## config.mk

```make
export PLATFORM = sky130hd
export DESIGN_NAME = murmur_chunker
export DESIGN_NICKNAME = d
export VERILOG_FILES = /design/src/rtl/murmur_chunker_pkg.sv /design/src/rtl/murmur_chunk_outreg.sv /design/src/rtl/murmur_chunker.sv
export SDC_FILE = /design/constraint.sdc
export NUM_CORES = 1
export LEC_CHECK = 0
export BUFFER_PORTS_ARGS = -buffer_cell sky130_fd_sc_hd__buf_2
export CAP_MARGIN = 20
export CORE_ASPECT_RATIO = 0.9
export CORE_MARGIN = 2
export CORE_UTILIZATION = 35
export DETAILED_ROUTE_END_ITERATION = 8
export GPL_ROUTABILITY_DRIVEN = 0
export PLACE_DENSITY = 0.61
export SLEW_MARGIN = 20
export SYNTH_ARGS = -nofsm -noshare
export SYNTH_HDL_FRONTEND = slang
export SYNTH_SLANG_ARGS = --single-unit
```

## constraint.sdc

```tcl
create_clock -name clk -period 3.1 [get_ports clk]
set_input_delay 0.31 -clock clk [delete_from_list [all_inputs] [get_ports clk]]
set_output_delay 0.31 -clock clk [all_outputs]
set_load 0.01 [all_outputs]
```

## src/rtl/murmur_chunker_pkg.sv

```systemverilog
// Shared types and helpers for the Murmur chunk packer: widths, FSM states,
// the chunk payload, and byte-masking utilities.
package murmur_chunker_pkg;

  localparam int unsigned CHUNK_W         = 128;
  localparam int unsigned WORD_W          = 32;
  localparam int unsigned WORDS_PER_CHUNK = 4;
  localparam int unsigned BYTES_W         = 5;
  localparam int unsigned LEN_W           = 32;
  localparam int unsigned IDX_W           = 2;
  localparam int unsigned WBYTES_W        = 3;

  typedef enum logic [1:0] {
    IDLE = 2'd0,
    FILL = 2'd1,
    HOLD = 2'd2
  } state_t;

  typedef struct packed {
    logic [CHUNK_W-1:0] data;
    logic [BYTES_W-1:0] bytes;
    logic               last;
  } chunk_t;

  // A last beat never claims more than a full word.
  function automatic logic [WBYTES_W-1:0] clamp_bytes(input logic [WBYTES_W-1:0] nb);
    return (nb > WBYTES_W'(4)) ? WBYTES_W'(4) : nb;
  endfunction

  // Zero every byte lane at or above nb.
  function automatic logic [WORD_W-1:0] mask_word(input logic [WORD_W-1:0] w,
                                                  input logic [WBYTES_W-1:0] nb);
    logic [WORD_W-1:0] m;
    m = '0;
    for (int i = 0; i < 4; i++) begin
      if (WBYTES_W'(i) < nb) m[8*i +: 8] = w[8*i +: 8];
    end
    return m;
  endfunction

endpackage

```

## src/rtl/murmur_chunk_outreg.sv

```systemverilog
// Single-entry output holding register for finished chunks; loads whenever
// it is empty or being drained in the same cycle.
module murmur_chunk_outreg
  import murmur_chunker_pkg::*;
(
  input  logic             clk,
  input  logic             rst_n,
  input  logic             load,
  input  chunk_t           load_chunk,
  input  logic [LEN_W-1:0] load_len,
  output logic             free_c,
  input  logic             ready,
  output logic             valid,
  output chunk_t           chunk,
  output logic [LEN_W-1:0] len
);

  assign free_c = !valid || ready;

  // Contents only change when free, so a stalled chunk stays stable.
  always_ff @(posedge clk) begin
    if (!rst_n) begin
      valid <= 1'b0;
      chunk <= '0;
      len   <= '0;
    end else if (free_c) begin
      valid <= load;
      if (load) begin
        chunk <= load_chunk;
        len   <= load_len;
      end
    end
  end

endmodule

```

## src/rtl/murmur_chunker.sv

```systemverilog
// Packs a 32-bit word stream into 128-bit hasher chunks, tracking message
// byte length and flagging the final (possibly partial) chunk.
module murmur_chunker
  import murmur_chunker_pkg::*;
(
  input  logic                clk,
  input  logic                rst_n,
  input  logic                start_i,
  input  logic                in_valid_i,
  output logic                in_ready_o,
  input  logic [WORD_W-1:0]   in_data_i,
  input  logic                in_last_i,
  input  logic [WBYTES_W-1:0] in_bytes_i,
  output logic                chunk_valid_o,
  input  logic                chunk_ready_i,
  output logic [CHUNK_W-1:0]  chunk_data_o,
  output logic [BYTES_W-1:0]  chunk_bytes_o,
  output logic                chunk_last_o,
  output logic [LEN_W-1:0]    msg_len_o
);

  state_t             state;
  logic [IDX_W-1:0]   idx;
  logic [CHUNK_W-1:0] asm_data;
  logic [BYTES_W-1:0] asm_bytes;
  logic               hold_last;
  logic [LEN_W-1:0]   len;
  logic               accept_en;

  logic [WBYTES_W-1:0] word_bytes_c;
  logic [WORD_W-1:0]   word_c;
  logic [CHUNK_W-1:0]  asm_next_c;
  logic [BYTES_W-1:0]  bytes_next_c;
  logic [LEN_W-1:0]    len_next_c;
  logic                accept_c;
  logic                complete_c;
  logic                load_c;
  logic                free_c;
  chunk_t              load_chunk_c;
  logic [LEN_W-1:0]    load_len_c;
  chunk_t              out_chunk;

  // Incoming word merged into the assembly buffer at slot idx.
  always_comb begin
    word_bytes_c = in_last_i ? clamp_bytes(in_bytes_i) : WBYTES_W'(4);
    word_c       = mask_word(in_data_i, word_bytes_c);
    asm_next_c   = asm_data;
    for (int k = 0; k < int'(WORDS_PER_CHUNK); k++) begin
      if (idx == IDX_W'(k)) asm_next_c[WORD_W*k +: WORD_W] = word_c;
    end
    bytes_next_c = asm_bytes + BYTES_W'(word_bytes_c);
    len_next_c   = len + LEN_W'(word_bytes_c);
    accept_c     = (state == FILL) && in_valid_i;
    complete_c   = accept_c && (in_last_i || (idx == IDX_W'(WORDS_PER_CHUNK - 1)));
  end

  // HOLD replays the parked buffer; otherwise the completing beat goes straight out.
  always_comb begin
    load_c       = complete_c || (state == HOLD);
    load_chunk_c = '0;
    load_len_c   = len_next_c;
    if (state == HOLD) begin
      load_chunk_c.data  = asm_data;
      load_chunk_c.bytes = asm_bytes;
      load_chunk_c.last  = hold_last;
      load_len_c         = len;
    end else begin
      load_chunk_c.data  = asm_next_c;
      load_chunk_c.bytes = bytes_next_c;
      load_chunk_c.last  = in_last_i;
    end
  end

  always_ff @(posedge clk) begin
    if (!rst_n) begin
      state     <= IDLE;
      idx       <= '0;
      asm_data  <= '0;
      asm_bytes <= '0;
      hold_last <= 1'b0;
      len       <= '0;
      accept_en <= 1'b0;
    end else begin
      case (state)
        IDLE: begin
          if (start_i) begin
            state     <= FILL;
            accept_en <= 1'b1;
            idx       <= '0;
            asm_data  <= '0;
            asm_bytes <= '0;
            len       <= '0;
          end
        end
        FILL: begin
          if (accept_c) begin
            len <= len_next_c;
            if (!complete_c) begin
              asm_data  <= asm_next_c;
              asm_bytes <= bytes_next_c;
              idx       <= idx + IDX_W'(1);
            end else if (free_c) begin
              asm_data  <= '0;
              asm_bytes <= '0;
              idx       <= '0;
              if (in_last_i) begin
                state     <= IDLE;
                accept_en <= 1'b0;
              end
            end else begin
              // Output still occupied: park the finished chunk in the buffer.
              asm_data  <= asm_next_c;
              asm_bytes <= bytes_next_c;
              hold_last <= in_last_i;
              idx       <= '0;
              state     <= HOLD;
              accept_en <= 1'b0;
            end
          end
        end
        HOLD: begin
          if (free_c) begin
            asm_data  <= '0;
            asm_bytes <= '0;
            if (hold_last) begin
              state <= IDLE;
            end else begin
              state     <= FILL;
              accept_en <= 1'b1;
            end
          end
        end
        default: begin
          state     <= IDLE;
          accept_en <= 1'b0;
        end
      endcase
    end
  end

  assign in_ready_o = accept_en;

  murmur_chunk_outreg u_outreg (
    .clk        (clk),
    .rst_n      (rst_n),
    .load       (load_c),
    .load_chunk (load_chunk_c),
    .load_len   (load_len_c),
    .free_c     (free_c),
    .ready      (chunk_ready_i),
    .valid      (chunk_valid_o),
    .chunk      (out_chunk),
    .len        (msg_len_o)
  );

  assign chunk_data_o  = out_chunk.data;
  assign chunk_bytes_o = out_chunk.bytes;
  assign chunk_last_o  = out_chunk.last;

endmodule

```

Word level (Yosys, flattened, before mapping):

Index checks and enable logic that the tools add are counted.

* output and inout port bits: 168
* register bits after elaboration: 338
* bits of input ports: 41
* word-level logic and storage cells: 95

* $lt $le $gt $ge: 5
* equal/unequal tests: 11
* bitwise logic cells: 1
* $add $sub $neg: 3
* reductions and logical operators: 16
* muxes and demuxes: 47

Operators with widths (count)
* $mux 128: 5
* $pmux 128 s3: 1
* $mux 32: 7
* $mux 134: 1
* $pmux 32 s2: 1
* $add 32x3->32: 1
* $mux 8: 4
* $mux 5: 5
* $mux 2: 9
* $pmux 5 s3: 1
* $ne 2x2->1 const B: 5
* $mux 1: 8
* $reduce_and 4->1: 2
* $eq 2x2->1 const B: 3
* $lt 1x3->1 const A: 2
* $lt 2x3->1 const A: 2
* $mux 3: 2
* $pmux 2 s3: 1
* $reduce_and 6->1: 1
* $add 5x3->5: 1
* $reduce_and 5->1: 1
* $eq 2x1->1 const B: 2
* $logic_not 2->1: 2
* $pmux 2 s2: 1
* other kinds (12): 15

Depth between registers and ports, before layout:

* depth in word-level cells: 10
* mapped depth: 11
* gate-level depth less buffers: 9

Cells and area by module:

From an unflattened synthesis, not the netlist that was laid out.

* cells, all modules: 1928
* area, all modules: 15549.9 sq um

By module, submodules not included
* murmur_chunker: area each 8917.3 sq um, seq. area each 3423.3 sq um, cells an instance 1203, times used 1
* murmur_chunk_outreg: area each 6632.6 sq um, seq. area each 3343.2 sq um, cells an instance 725, times used 1

Worst setup path before layout:

Ideal clock, no wire load.

* path kind: input to register
* start point: input in_last_i
* end point: register u_outreg.len[13]
* arrival time: 2.537 ns
* stages on the path: 11
* data required time: 3.030 ns
* path slack: 0.493 ns
* path buffers: 3
* library setup time: 0.070 ns
* cells stage by stage: nor2b_1 inv_2 clkbuf_1 ha_1 o21ai_0 nor3b_2 buf_2 buf_1 nand3_1 xor2_1 a21oi_1

* word-level cells in the longest chain between the ends: 4
* elaborated cells between the ends (all ways): 7
* classes of those cells: add/sub (1); mux (2); reduce/logical (4)

Ends and longest elaborated chain
* start, declared: RTL line murmur_chunker.sv:12 `input logic in_last_i,`
* branches (longest 4 deep; another with $add 32x3->32)
* end signal, assigned: RTL line murmur_chunk_outreg.sv:30 `len <= load_len;`
* end, declared: RTL line murmur_chunk_outreg.sv:15 `output logic [LEN_W-1:0] len`

Parallel ways; which one is timed is not known.
A chain may end at the register's enable or synchronous reset.

Final worst setup path:

* start point: register idx[0]
* end point: register asm_data[17]

* word-level cells in the longest chain between the ends: 6
* elaborated cells between the ends (all ways): 9
* classes of those cells: eq/ne (1); mux (5); reduce/logical (3)

Ends and longest elaborated chain
* start, declared: RTL line murmur_chunker.sv:23 `logic [IDX_W-1:0] idx;`
* start signal, assigned: RTL line murmur_chunker.sv:101 `idx <= idx + IDX_W'(1);`
* $logic_not 2->1 or $eq 2x2->1 (tied branches): RTL line murmur_chunker.sv:49, murmur_chunker.sv:54
* $mux 32 or $logic_or 1x1->1 (tied branches): RTL line murmur_chunker.sv:49, murmur_chunker.sv:54
* $mux 128 or $logic_and 1x1->1 (tied branches): RTL line murmur_chunker.sv:102, murmur_chunker.sv:54
* $mux 128 (*): RTL line murmur_chunker.sv:98 `if (!complete_c) begin`
* $mux 128 (*): RTL line murmur_chunker.sv:96 `if (accept_c) begin`
* $pmux 128 s3 (*): RTL line murmur_chunker.sv:84 `case (state)`
* end signal, assigned: RTL line murmur_chunker.sv:99 `asm_data <= asm_next_c;`
* end signal, assigned: RTL line murmur_chunker.sv:112 `asm_data <= asm_next_c;`
* end, declared: RTL line murmur_chunker.sv:24 `logic [CHUNK_W-1:0] asm_data;`

Every way passes the cells marked *; elsewhere a longest branch is shown, timed or not. The select of a mux whose other input is x is not followed.

==> results.cfg <==
[worst_setup_path]
worstPathRequired_ns = 3.58
crit_path_end = asm_data[17]$_SDFFE_PN0P_
timing.rr.start = idx[0]$_SDFFE_PN0P_
worstPathCellList = ha_1 > o21ai_0 > nand2_1 > a21oi_1 > buf_4 > nand3_2 > buf_12 > o2bb2ai_1
rrSetupSlack_ns = 0.57
cp_top_family = compound AO/OA/AOI/OAI gates
cp_slowest_cell = nand3_2
rr_worst_depth = 8
setup.worst_path.end_class = register
path_class = register to register
path_max_fanout = 18
cp.depth = 8
startpoint = idx[0]$_SDFFE_PN0P_
worst-endpoint-arrival_ns = 3.01
slowest_delay_ns = 0.41
regToRegEndpoint = asm_data[17]$_SDFFE_PN0P_
crit_buf_inv = 2
start_kind = register

[yosys]
synth_warnings = 0
synth_edf_count = 0
synth_compound_area_frac = 0.309
synth_area_per_cell_um2 = 9.31
yosys_most_used_dff = dfxtp_1
synth_top_family_by_area = compound AO/OA/AOI/OAI gates
synth-simple-area-share = 0.131
synth_xor_area_frac = 0.0188
ys_top_cells_by_area = dfxtp_1 48%, o211a_1 6.9%, o2bb2ai_1 6.0%
mappedNetlistArea_um2 = 14000
synth_commonest_cells = 338 x dfxtp_1, 180 x nand2_1, 121 x clkbuf_1
synth_top_cell_by_area = dfxtp_1
synth-adder-area-share = 0.0118
syn-num-nets = 1556
netlist_instances = 1503
ys_ff_latch = 338
synth_top_area_frac = 0.484
synthMuxAreaShare = 0.00215
synth_cell_types = 51
synth_most_common_cell = dfxtp_1
async_flop_share = 0
seq_area_frac_synth = 0.484

[routing]
via_per_inst = 5.51
first_pass_iters = 6
routedWlPerCell_um = 19.0
drc = 0
drt_wl_total_mm = 42.2
vias = 12272
antenna_left = 0
drtIter0Drc = 978

[layout]
final_core_utilization = 0.432
fin_nets = 1717
layout-drive-gt1-share = 0.195
syn_to_final_growth_pct = 21.7
instances_no_fill = 2226
n_antenna_cell = 0
design_area_um2 = 17000

[cts]
clk_pin_slew_ns = 0.06
clk_latency_ns = 0.56
ctsResizeCount = 0
clk_path_buf_depth = 3
cts_inserted_buffers = 38
clock-sinks = 338
cts_tree = built
cts-root-buf = clkbuf_16
htreeDepth = 2
post-cts-setup-buffer-count = 0

[status]
status = completed

[floorplan]
die_x_um = 215
io_pins = 209
die_area_um2 = 41600
initial_utilization = 0.355
core_um2 = 39500
rows = 69
die_y_um = 194

[timing]
period_share = 0.816
worstMarginPinSlew_ns = 0.839
setup_tns_ns = 0
slew_headroom = 0.435
finalHoldViolCount = 0
min_period_ns = 2.53
drv_slew = 0
fmax_mhz = 395
rsz0062_at_grt = false
finalClockSkew_ns = 0.0194
setup_viol = 0

[power]
powerDensity_nw_per_um2 = 608
intPower_mw = 7.66
p_sw_mw = 2.68
share_comb_of_total_power = 0.102
leakagePower_nw = 7.37
p_seq_frac = 0.443
swShare = 0.259
clkPwrFrac = 0.455
peakVddDrop_mv = 0.355
total_power_mw = 10.3

[place]
place_area_um2 = 15500
dpl.hpwl_mm = 27.3
place_inst = 2138
numPortBuffers = 208

[global_routing]
antenna_found_initial = 2
grt_usage = 0.201
grt_max_degree = 130
grt_pass1_wl_mm = 67.3
grt_pass1_vias = 11495
grt_overflow = 0

[run]
drv_cap = 0

[hold_path]
hold_class = input port to register
==> worst min path at each step <==
stage,start,endpoint,depth (start not counted)
2_1_floorplan,asm_data[0]$_SDFFE_PN0P_,asm_data[0]$_SDFFE_PN0P_,1
3_3_place_gp,u_outreg.len[2]$_SDFFE_PN0P_,u_outreg.len[2]$_SDFFE_PN0P_,2
3_5_place_dp,asm_data[48]$_SDFFE_PN0P_,asm_data[48]$_SDFFE_PN0P_,1
4_1_cts,in_data_i[15],asm_data[79]$_SDFFE_PN0P_,2
5_1_grt,in_data_i[15],asm_data[79]$_SDFFE_PN0P_,2
6_report,in_data_i[18],asm_data[82]$_SDFFE_PN0P_,2
==> flip-flops by register name, indices dropped and copies added, names as in the netlist <==
register,cells
asm_bytes,5
asm_data,128
hold_last,1
idx,2
in_ready_o,1
len,32
state,2
u_outreg.chunk,134
u_outreg.len,32
u_outreg.valid,1
==> kinds of logic (layout without fill, tap and decap cells) <==
family	count (synthesis)	in the layout
adder cells (fa/ha/maj)	12	12
multiplexers	3	3
XOR/XNOR	30	30
flip-flops	338	338
buffers and inverters	156	347
AO/OA/AOI/OAI	554	554
AND/OR/NAND/NOR	410	410
==> worst reg2reg max path, cell delays in order (launching register included) <==
cell and delay [ns]:
dfxtp_1 0.35, ha_1 0.31, o21ai_0 0.34, nand2_1 0.18, a21oi_1 0.18, buf_4 0.18, nand3_2 0.41, buf_12 0.34
o2bb2ai_1 0.18
==> repair_timing <==
| item | CTS | global route |
|---|---|---|
| hold endpoints to repair | 18 | 0 |
| setup endpoints to repair | 0 | 0 |
| hold buffers | 18 | 0 |
==> layout make-up <==
| cell class | count | area, um2 |
|---|---|---|
| clock buffers | 54 | 1090 |
| clock inverters | 16 | 214 |
| fillers | 3847 | 22400 |
| inverters | 10 | 37.5 |
| multi-input cells | 1009 | 6640 |
| flip-flops and latches | 338 | 6770 |
| well taps | 532 | 666 |
| repair buffers | 267 | 1610 |
==> metal layers <==
layer | vias to the layer above | wire, um | global-route usage
li1 | 5975 | - | -
met1 | 5871 | 20300 | 0.286
met2 | 370 | 18600 | 0.312
met3 | 54 | 2500 | 0.0397
met4 | 2 | 747 | 0.0484
met5 | - | 12 | 0
==> per-stage QoR <==
| step | hold WS [ns] | setup slack, ns |
|---|---|---|
| final | 0.0272 | 0.570 |
| after global routing | 0.0145 | 0.303 |
| after CTS | 0.00229 | 0.548 |
| after detailed placement | 0.446 | 0.122 |
| after global placement | 0.439 | 0.289 |
| after floorplan | 0.432 | 0.493 |
==> layout by cell type, fill, tap and decap left out, types with 17 or more instances in the layout <==
cell type	instances
a211oi_1	49
a21oi_1	82
a32o_1	32
buf_2	207
buf_4	36
clkbuf_16	39
dfxtp_1	338
dlygate4sd3_1	18
nand2_1	176
nand3_1	19
nand4_1	17
nor2_1	114
o211a_1	96
o211ai_1	101
o21ai_0	39
o2bb2ai_1	96
==> power groups by stage <==
stage	Combinational (mW)	Clock (mW)	Sequential, mW
3_5_place_dp	1.04	0	4.68
4_1_cts	1.06	4.81	4.58
5_1_grt	1.16	5.00	4.60
3_3_place_gp	1.02	0	4.67
6_report	1.05	4.71	4.58
2_1_floorplan	0.570	0	4.72
No activity file was read; power rests on OpenSTA's default activity.
